**config.mk**
```make
export PLATFORM = sky130hd
export DESIGN_NAME = seg7_scan_driver
export DESIGN_NICKNAME = d
export VERILOG_FILES = /design/src/rtl/seg7_pkg.sv /design/src/rtl/seg7_scan_driver_hex7seg_dec.sv /design/src/rtl/seg7_scan_driver.sv
export SDC_FILE = /design/constraint.sdc
export NUM_CORES = 1
export LEC_CHECK = 0
export BUFFER_PORTS_ARGS = -buffer_cell sky130_fd_sc_hd__buf_4
export CAP_MARGIN = 10
export CORE_MARGIN = 10
export CORE_UTILIZATION = 35
export DETAILED_ROUTE_END_ITERATION = 8
export HOLD_SLACK_MARGIN = 0.03
export PLACE_DENSITY_LB_ADDON = 0.1
export SYNTH_ARGS = -nofsm -noshare
export SYNTH_HDL_FRONTEND = slang
export SYNTH_SLANG_ARGS = --single-unit
```
**constraint.sdc**
```tcl
create_clock -name clk -period 4.1 [get_ports clk]
set_input_delay 0.82 -clock clk [delete_from_list [all_inputs] [get_ports clk]]
set_output_delay 0.82 -clock clk [all_outputs]
set_load 0.05 [all_outputs]
```
**src/rtl/seg7_pkg.sv**
```systemverilog
// Shared constants for the multiplexed 7-segment driver.
// Segment patterns are active-low, with bit7=a down to bit1=g and bit0=dp.
package seg7_pkg;

  localparam int unsigned SEG_A  = 7;
  localparam int unsigned SEG_B  = 6;
  localparam int unsigned SEG_C  = 5;
  localparam int unsigned SEG_D  = 4;
  localparam int unsigned SEG_E  = 3;
  localparam int unsigned SEG_F  = 2;
  localparam int unsigned SEG_G  = 1;
  localparam int unsigned SEG_DP = 0;

  localparam logic [7:0] SEG_BLANK = 8'hFF;
  localparam logic [7:0] SEG_X     = 8'h91;

  localparam logic [7:0] SEG_TABLE [16] = '{
    8'h03, 8'h9F, 8'h25, 8'h0D, 8'h99, 8'h49, 8'h41, 8'h1F,
    8'h01, 8'h09, 8'h11, 8'hC1, 8'hE5, 8'h85, 8'h61, 8'h71
  };

endpackage

```
**src/rtl/seg7_scan_driver_hex7seg_dec.sv**
```systemverilog
// Combinational hex nibble to active-low segment pattern decoder.
// A nibble that matches no table entry (X/Z in simulation) yields SEG_X.
module hex7seg_dec
  import seg7_pkg::*;
(
  input  logic [3:0] nibble,
  output logic [7:0] seg
);

  always_comb begin
    seg = SEG_X;
    for (int i = 0; i < 16; i++) begin
      if (nibble == 4'(i)) seg = SEG_TABLE[i];
    end
  end

endmodule

```
**src/rtl/seg7_scan_driver.sv**
```systemverilog
// Time-multiplexed common-anode 7-segment driver with a one-clock guard per
// slot, leading-zero suppression, per-digit decimal points and global blank.
module seg7_scan_driver
  import seg7_pkg::*;
#(
  parameter int unsigned DIGITS   = 4,
  parameter int unsigned SCAN_DIV = 1000
) (
  input  logic                  clk,
  input  logic                  rst,
  input  logic                  load,
  input  logic [4*DIGITS-1:0]   value,
  input  logic [DIGITS-1:0]     dp_in,
  input  logic                  lz_en,
  input  logic                  blank,
  output logic [7:0]            led_out,
  output logic [DIGITS-1:0]     digit_sel,
  output logic                  frame_done
);

  localparam int unsigned PC_W  = (SCAN_DIV > 1) ? $clog2(SCAN_DIV) : 1;
  localparam int unsigned IDX_W = (DIGITS > 1) ? $clog2(DIGITS) : 1;
  localparam logic [PC_W-1:0]  PC_LAST  = PC_W'(SCAN_DIV - 1);
  localparam logic [IDX_W-1:0] IDX_LAST = IDX_W'(DIGITS - 1);

  logic [PC_W-1:0]       pc;
  logic [IDX_W-1:0]      idx;
  logic [4*DIGITS-1:0]   shadow;
  logic [DIGITS-1:0]     shadow_dp;

  logic                  pc_wrap;
  logic                  idx_wrap;
  logic [3:0]            cur_nib;
  logic                  cur_dp;
  logic                  cur_sup;
  logic                  zero_above;
  logic [DIGITS-1:0]     drive_sel;
  logic [7:0]            dec_seg;
  logic [7:0]            drive_seg;

  assign pc_wrap  = (pc == PC_LAST);
  assign idx_wrap = (idx == IDX_LAST);

  // Select the active digit; zero_above tracks "this nibble and all above are 0".
  always_comb begin
    cur_nib    = 4'h0;
    cur_dp     = 1'b0;
    cur_sup    = 1'b0;
    drive_sel  = '1;
    zero_above = 1'b1;
    for (int i = int'(DIGITS) - 1; i >= 0; i--) begin
      zero_above = zero_above & (shadow[4*i +: 4] == 4'h0);
      if (idx == IDX_W'(i)) begin
        cur_nib      = shadow[4*i +: 4];
        cur_dp       = shadow_dp[i];
        cur_sup      = lz_en & (i != 0) & zero_above;
        drive_sel[i] = 1'b0;
      end
    end
  end

  hex7seg_dec u_dec (
    .nibble (cur_nib),
    .seg    (dec_seg)
  );

  // A suppressed digit goes dark on a-g but keeps its decimal point.
  always_comb begin
    drive_seg = dec_seg;
    if (cur_sup) drive_seg[SEG_A:SEG_G] = '1;
    drive_seg[SEG_DP] = ~cur_dp;
  end

  always_ff @(posedge clk) begin
    if (rst) begin
      pc         <= '0;
      idx        <= '0;
      shadow     <= '0;
      shadow_dp  <= '0;
      frame_done <= 1'b0;
      led_out    <= SEG_BLANK;
      digit_sel  <= '1;
    end else begin
      pc         <= pc_wrap ? '0 : pc + PC_W'(1);
      frame_done <= pc_wrap & idx_wrap;
      if (pc_wrap) idx <= idx_wrap ? '0 : idx + IDX_W'(1);
      if (load) begin
        shadow    <= value;
        shadow_dp <= dp_in;
      end
      if (blank || pc == '0) begin
        led_out   <= SEG_BLANK;
        digit_sel <= '1;
      end else begin
        led_out   <= drive_seg;
        digit_sel <= drive_sel;
      end
    end
  end

endmodule

```
==> flow_summary.toml <==
[outcome]
outcome = "completed"

[timing]
relSlewSlack_pct = 53.8
clock_skew_ns = 0.0107
rsz0062_at_grt = "false"
fmax_mhz = 419
setup_violations = 0
tightest_slew_ns = 0.693
finalCritPeriodShare_pct = 58.2
hold_violations = 0
setup_tns_ns = 0
slew_viol_final = 0
min_period_ns = 2.39

[global_route]
first_global_vias = 1543
grt_use_total_pct = 9.44
antenna_found_initial = 0
grt_max_degree = 28
grt_pass1_wl_um = 7620
grt.overflow.total = 0

[cts]
tritoncts = "done"
ctsResizeCount = 0
ctsLongestPathBuffers = 2
cts_buffers = 5
post_cts_buffers = 0
cts_htree_levels = 2
cts.sinks = 45
worstSkewPairLatency_ns = 0.30
cts_root_buffer = "clkbuf_8"
hold_buffers = 0
path_clk_slew_ns = 0.09

[worst_setup_path]
critPathTopFamily = "compound AO/OA/AOI/OAI gates"
cp.arrival_ns = 2.54
required_ns = 4.26
worstSetupEndpointType = "flop"
crit_type = "reg -> reg"
critPathSlowestCell = "ha_1"
crit_buf_inv = 1
crit_chain = "inv_1, ha_1, a211oi_1, a221oi_2, nor2_1, a21oi_1, o221ai_1"
slowest_delay_ns = 0.61
startpoint_type = "flop"
crit_fanout = 18

[floorplan]
core_mm2 = 0.00589
ioPinCount = 38
die_area_mm2 = 0.00949
placementRows = 28
start_util_pct = 35.7
die-height_um = 97.4
dieWidth_um = 97.4

[synth]
synth_fp_nets = 249
yosys_most_used_dff = "dfxtp_1"
async_reset_ff_share_pct = 0
syn-cell-area_mm2 = 0.00210
synth-seq-cells = 45
ys_types = 44
syn_avg_cell_area_um2 = 9.63
synth_warnings = 0
synth-seq-area-share_pct = 42.9
syn_inst = 218
synth_edf_count = 0

[routing]
wl_per_cell_um = 14.3
vias = 1596
vias_per_cell = 4.88
first_pass_iters = 4
drt_iter0_markers = 62
drc = 0
detail-route-antenna-nets = 0
routed_wl_um = 4670

[placement]
gp_congestion = 0.812
placed_area_mm2 = 0.00241
hpwl_um = 3450
portBuffers = 37

[hold_path]
hold_path_class = "reg -> reg"

[finish]
final_cell_area_mm2 = 0.00251
final_common_cell = "dfxtp_1"
drive_above_1_share_pct = 22.2
fillers = 603
seq_area_um2 = 901
final_cell_mix = "dfxtp_1 (45), nor2_1 (39), buf_4 (37)"
multi_input_area_mm2 = 0.00110
final_nets = 282
syn2layout_area_growth_pct = 19.5
diodes = 0

[power]
powerDensity_mw_per_mm2 = 350
irDropWorstVdd_mv = 0.197
p_leak_nw = 1.03

[job]
maxCapViolations = 0
kinds of logic (layout without fill, tap and decap cells):
kind of cell	Yosys count	count (layout)	synth area share, %
mux	21	21	10.0
compound gates	30	30	14.2
simple gates	88	88	21.3
flops	45	45	42.9
fa+ha+maj	6	6	3.58
buf+inv	20	54	4.59
xor+xnor	8	8	3.34
final timing paths:
| kind | start | end | slack [ns] | cells past startpoint |
|---|---|---|---|---|
| setup / recovery | idx[0] | led_out[6] | 1.71 | 7 |
| hold / removal | pc[0] | pc[0] | 0.47 | 1 |
| setup reg to reg | idx[0] | led_out[6] | 1.71 | 7 |
| hold reg to reg | pc[0] | pc[0] | 0.47 | 1 |
registers in the layout, summed over array words and instances, names as in the netlist:
| signal | count |
|---|---|
| led_out | 8 |
| frame_done | 1 |
| idx | 2 |
| digit_sel | 4 |
| shadow | 16 |
| shadow_dp | 4 |
| pc | 10 |
report_power, final:
part | internal [mW] | switching (mW)
registers | 0.456 | 0.0141
logic | 0.0479 | 0.0616
clock network | 0.140 | 0.157
stage by stage:
step	util [%]	setup slack (ns)	hold WS, ns	power, mW	cells
after detailed placement	40.9	1.77	0.465	0.592	319
after floorplan	-	2.13	0.426	0.551	218
after CTS	42.6	1.75	0.480	0.893	327
final	42.6	1.71	0.475	0.877	327
after global routing	42.6	1.51	0.516	0.920	327
after global placement	40.9	1.80	0.445	0.592	319
layout make-up:
class	count	share of cell area [%]
Clock buffer	6	3.29
Multi-Input combinational cell	153	43.9
Sequential cell	45	35.9
Inverter	9	1.35
Timing Repair Buffer	37	11.1
Tap cell	75	3.74
Clock inverter	2	0.699
metal layers:
layer,global-route usage (%),wire length [µm],up-vias
li1,-,-,827
met1,12.4,2210,735
met2,14.1,2160,32
met3,3.56,278,2
met4,2.35,17,0
met5,0,0,-
Yosys cell counts, types with 3 or more instances:
| library cell | number | area (µm²) |
|---|---|---|
| dfxtp_1 | 45 | 901 |
| nor2_1 | 39 | 146 |
| mux2i_1 | 21 | 210 |
| nand2_1 | 15 | 56.3 |
| inv_1 | 9 | 33.8 |
| a21oi_1 | 8 | 40.0 |
| ha_1 | 6 | 75.1 |
| nand3_1 | 6 | 30.0 |
| xnor2_1 | 6 | 52.6 |
| clkbuf_1 | 5 | 18.8 |
| and3_1 | 4 | 25.0 |
| nand3b_1 | 4 | 30.0 |
| nor3b_1 | 4 | 30.0 |
| a211oi_1 | 3 | 22.5 |
| a221oi_2 | 3 | 45.0 |
| o21ai_0 | 3 | 15.0 |
No activity file was read; power rests on OpenSTA's default activity.
